<file path="src/rtl/fifo_uart_tx.sv">
// FIFO-fed UART transmitter: pops bytes and sends start, 8 data bits LSB first, optional even parity, stop.
// Defining FIFO_UART_TX_PARITY_EN inserts the parity bit, giving 11-bit frames instead of 10.
module fifo_uart_tx #(
  parameter int CLKS_PER_BIT = 16,
  parameter int CNT_W        = 16
) (
  input  logic       clk,
  input  logic       rst,
  input  logic [7:0] fifo_q,
  input  logic       fifo_empty,
  output logic       fifo_rd,
  output logic       txd,
  output logic       busy,
  output logic       tx_done
);

`ifdef FIFO_UART_TX_PARITY_EN
  typedef enum logic [2:0] {IDLE, START, DATA, PARITY, STOP} state_t;
`else
  typedef enum logic [2:0] {IDLE, START, DATA, STOP} state_t;
`endif

  localparam logic [CNT_W-1:0] CNT_LAST = CNT_W'(CLKS_PER_BIT - 1);

  state_t           state_reg, state_next;
  logic [CNT_W-1:0] cnt_reg, cnt_next;
  logic [2:0]       bit_reg, bit_next;
  logic [7:0]       shift_reg, shift_next;
  logic             txd_reg, txd_next;
  logic             done_reg, done_next;
  logic             bit_end;

`ifdef FIFO_UART_TX_PARITY_EN
  logic       par_reg, par_next;
  logic [8:0] par_chain;

  // Even parity of the head byte, latched together with the byte at pop time.
  assign par_chain[0] = 1'b0;
  genvar gi;
  generate
    for (gi = 0; gi < 8; gi++) begin : g_par
      assign par_chain[gi+1] = par_chain[gi] ^ fifo_q[gi];
    end
  endgenerate
`endif

  assign bit_end = (cnt_reg == CNT_LAST);

  always_comb begin
    state_next = state_reg;
    cnt_next   = cnt_reg;
    bit_next   = bit_reg;
    shift_next = shift_reg;
    fifo_rd    = 1'b0;
    txd_next   = 1'b1;
    done_next  = 1'b0;
`ifdef FIFO_UART_TX_PARITY_EN
    par_next   = par_reg;
`endif

    if (state_reg != IDLE) begin
      cnt_next = bit_end ? '0 : cnt_reg + CNT_W'(1);
    end

    case (state_reg)
      IDLE: begin
        if (!fifo_empty && rst) begin
          fifo_rd    = 1'b1;
          shift_next = fifo_q;
          bit_next   = 3'd0;
          cnt_next   = '0;
          state_next = START;
`ifdef FIFO_UART_TX_PARITY_EN
          par_next   = par_chain[8];
`endif
        end
      end
      START: begin
        if (bit_end) state_next = DATA;
      end
      DATA: begin
        if (bit_end) begin
          if (bit_reg == 3'd7) begin
`ifdef FIFO_UART_TX_PARITY_EN
            state_next = PARITY;
`else
            state_next = STOP;
`endif
          end else begin
            shift_next = shift_reg >> 1;
            bit_next   = bit_reg + 3'd1;
          end
        end
      end
`ifdef FIFO_UART_TX_PARITY_EN
      PARITY: begin
        if (bit_end) state_next = STOP;
      end
`endif
      STOP: begin
        if (bit_end) state_next = IDLE;
      end
      default: state_next = IDLE;
    endcase

    // txd is registered, so it is decoded from the state being entered.
    case (state_next)
      START:   txd_next = 1'b0;
      DATA:    txd_next = shift_next[0];
`ifdef FIFO_UART_TX_PARITY_EN
      PARITY:  txd_next = par_next;
`endif
      default: txd_next = 1'b1;
    endcase

    done_next = (state_next == STOP) && (cnt_next == CNT_LAST);
  end

  always_ff @(posedge clk) begin
    if (!rst) begin
      state_reg <= IDLE;
      cnt_reg   <= '0;
      bit_reg   <= 3'd0;
      shift_reg <= 8'd0;
      txd_reg   <= 1'b1;
      done_reg  <= 1'b0;
`ifdef FIFO_UART_TX_PARITY_EN
      par_reg   <= 1'b0;
`endif
    end else begin
      state_reg <= state_next;
      cnt_reg   <= cnt_next;
      bit_reg   <= bit_next;
      shift_reg <= shift_next;
      txd_reg   <= txd_next;
      done_reg  <= done_next;
`ifdef FIFO_UART_TX_PARITY_EN
      par_reg   <= par_next;
`endif
    end
  end

  assign txd     = txd_reg;
  assign busy    = (state_reg != IDLE);
  assign tx_done = done_reg;

endmodule

</file>
<file path="config.mk">
export PLATFORM = sky130hd
export DESIGN_NAME = fifo_uart_tx
export DESIGN_NICKNAME = d
export VERILOG_FILES = /design/src/rtl/fifo_uart_tx.sv
export SDC_FILE = /design/constraint.sdc
export NUM_CORES = 1
export LEC_CHECK = 0
export CAP_MARGIN = 10
export CELL_PAD_IN_SITES_DETAIL_PLACEMENT = 0
export CELL_PAD_IN_SITES_GLOBAL_PLACEMENT = 1
export CORE_ASPECT_RATIO = 1.5
export CORE_UTILIZATION = 42
export DETAILED_ROUTE_END_ITERATION = 10
export PLACE_DENSITY_LB_ADDON = 0.1
export SLEW_MARGIN = 20
export SYNTH_ARGS = -nofsm -noshare
export SYNTH_HDL_FRONTEND = slang
export SYNTH_SLANG_ARGS = --single-unit
</file>
<file path="constraint.sdc">
create_clock -name clk -period 2.8 [get_ports clk]
set_clock_uncertainty 0.15 [all_clocks]
set_input_delay 0.56 -clock clk [delete_from_list [all_inputs] [get_ports clk]]
set_output_delay 0.56 -clock clk [all_outputs]
set_load 0.005 [all_outputs]
</file>
==> flow_summary.json <==
{
  "rsz0062_at_grt": "false",
  "outcome": "complete, no violations",
  "overflow": 0,
  "fmax_mhz": 368,
  "first_iter_violations": 63,
  "synth_ff_type": "dfxtp_1",
  "avgViaCountPerCell": 6.20,
  "post-dp-hpwl_um": 3780,
  "ys_types": 45,
  "worstMarginPinSlew_ns": 0.519,
  "largest_reg_flops": 16,
  "powerDensity_nw_per_um2": 444,
  "cts.path.max_buffers": 2,
  "ys_warn_count": 0,
  "synth_top_area_cell": "dfxtp_1",
  "cts_buffers": 5,
  "synthArstFlopShare_pct": 0,
  "ys_top_cells_by_count": "dfxtp_1, nor2_1, nand2_1",
  "min_period_over_period_pct": 97.0,
  "ys_ff_latch": 32,
  "post-route-min-period_ns": 2.72,
  "startpoint_type": "primary input",
  "grt.met3_usage_pct": 7.01,
  "cp_max_fo": 2,
  "ios": 15,
  "initial_core_util_pct": 43.7,
  "fp.dieW_um": 54.1,
  "portBuffers": 14,
  "critPathArrivalTime_ns": 2.01,
  "max_slew_margin_pct": 64.9,
  "ant_nets": 0,
  "cts_root_buffer": "clkbuf_8",
  "critPathKind": "in -> out",
  "final_nets": 254,
  "clock-sinks": 32,
  "synth-edff-count": 0,
  "synth.avg_cell_area_um2": 8.20,
  "cp.required_ns": 2.09,
  "grt_util_met2_pct": 44.0,
  "drive_above_1_share_pct": 16.2,
  "dp_slack_ns": 0.152,
  "setup_slack_ns": 0.0842,
  "p_total_uw": 942,
  "nFillCells": 382,
  "via_count": 1774,
  "grtUsageTotal_pct": 26.1,
  "slew_violations": 0,
  "p_leak_nw": 0.841,
  "syn_inst": 209,
  "core_region_area_um2": 3920,
  "drv_cap": 0,
  "grt_use_met1_pct": 27.4,
  "synth_most_common_cell": "dfxtp_1",
  "fp.dieH_um": 80.2,
  "wire_per_inst_um": 17.6,
  "drc": 0,
  "ir_worst_vdd_uv": 352,
  "synth.area.top_cells": "dfxtp_1, nor2_1, a222oi_1",
  "top_usage_layer": "met2",
  "core.rowCount": 28,
  "clkSlewWorstSetupHoldPaths_ns": 0.06,
  "grt_pass1_wl_um": 8050,
  "syn2layout_area_growth_pct": 23.9,
  "syn_nets": 223,
  "hp-class": "reg -> reg",
  "grt_max_degree": 28,
  "synth_top_cell_area_share_pct": 37.4,
  "ys_seq_area_share_pct": 37.4,
  "antenna_found_initial": 0,
  "finalSetupViolCount": 0,
  "htreeDepth": 2,
  "synth_area_um2": 1710,
  "cts_tree": "built",
  "hold_viol": 0,
  "dr.pass1.iters": 5,
  "antenna_cells": 0,
  "clk-insertion-delay-late_ns": 0.29,
  "wirelength_um": 5040,
  "crit_path_end_kind": "output port",
  "fp.dieArea_um2": 4340,
  "place.gp.congestion": 0.958,
  "tns_ns": 0,
  "grt_pass1_vias": 1695
}
-- per-stage QoR --
| stage | util [%] | instances | instance area, µm² | hold WS (ns) |
|---|---|---|---|---|
| final | 54.1 | 286 | 2120 | 0.309 |
| after global placement | 51.0 | 277 | 2000 | 0.294 |
| after global routing | 54.1 | 286 | 2120 | 0.336 |
| after floorplan | - | 209 | 1710 | 0.286 |
| after detailed placement | 51.0 | 277 | 2000 | 0.305 |
| after CTS | 53.3 | 285 | 2090 | 0.313 |
-- cell usage in the layout (no fill, tap or decap), types with 4 or more instances in the layout --
| cell type | synthesis | final |
|---|---|---|
| dfxtp_1 | 32 | 32 |
| nor2_1 | 30 | 30 |
| buf_4 | 0 | 21 |
| nand2_1 | 14 | 14 |
| clkdlybuf4s50_1 | 0 | 14 |
| a21oi_1 | 13 | 13 |
| nand4_1 | 11 | 11 |
| nor3_1 | 9 | 9 |
| o21ai_0 | 9 | 9 |
| a31oi_1 | 7 | 7 |
| a222oi_1 | 7 | 7 |
| nand3_1 | 6 | 6 |
| clkbuf_8 | 0 | 6 |
| nor4_1 | 7 | 5 |
| inv_1 | 4 | 4 |
| nor4_2 | 2 | 4 |
-- power by group --
part	leakage, nW	total (mW)	internal (mW)	switching [mW]
sequential	0.259	0.467	0.462	0.00542
combinational	0.531	0.104	0.0469	0.0567
clock	0.0510	0.371	0.196	0.175
total	0.841	0.942	0.705	0.237
-- area by class of cell --
class / instances / area [µm²] / area share [%]
clock buffers: 6 / 82.6 / 3.89
flip-flops and latches: 32 / 641 / 30.2
multi-input cells: 159 / 1010 / 47.5
clock inverters: 2 / 10.0 / 0.472
inverters: 7 / 26.3 / 1.24
repair buffers: 35 / 298 / 14.0
well taps: 45 / 56.3 / 2.65
-- per-layer routing --
layer  routed length (µm)  part of all wire [%]  up-vias
met5                    0                     0        -
met4                  239                   4.7        0
met3                  140                   2.8       17
met2                 2670                    53       42
met1                 1990                    39      863
li1                     -                     -      852
-- cell families (layout without fill, tap and decap cells) --
kind of cell               after synthesis  in the layout  synth area share [%]
and+or+nand+nor                        100            100                  31.2
AOI/OAI and AO/OA                       50             50                  21.2
DFF                                     32             32                  37.4
buffers and inverters                   18             50                  5.04
adders and majority gates                3              3                  2.19
muxes                                    3              3                  1.75
xor gates and xnor gates                 2              2                  1.02
other                                    1              1                 0.219
-- critical path: stages --
cell             delay (ns)
clkdlybuf4s50_1        0.50
nor2b_1                0.21
nand2_1                0.15
clkinv_1               0.09
clkdlybuf4s50_1        0.49
-- what timing repair did --
| action | CTS | global route |
|---|---|---|
| hold buffers | 0 | 0 |
| setup buffers | 0 | 1 |
| endpoints found under the setup margin | 0 | 1 |
| gates resized for setup | 0 | 3 |
| endpoints found under the hold margin | 0 | 0 |
-- final timing paths --
path,from,endpoint,slack [ns],depth (start not counted)
setup / recovery,rst,fifo_rd,0.08,5
hold / removal,bit_reg[2]$_SDFFE_PN0P_,bit_reg[2]$_SDFFE_PN0P_,0.31,2
setup reg to reg,cnt_reg[1]$_SDFF_PN0_,tx_done$_SDFF_PN0_,0.14,7
hold reg to reg,bit_reg[2]$_SDFFE_PN0P_,bit_reg[2]$_SDFFE_PN0P_,0.31,2
(Power assumes the default switching activity.)
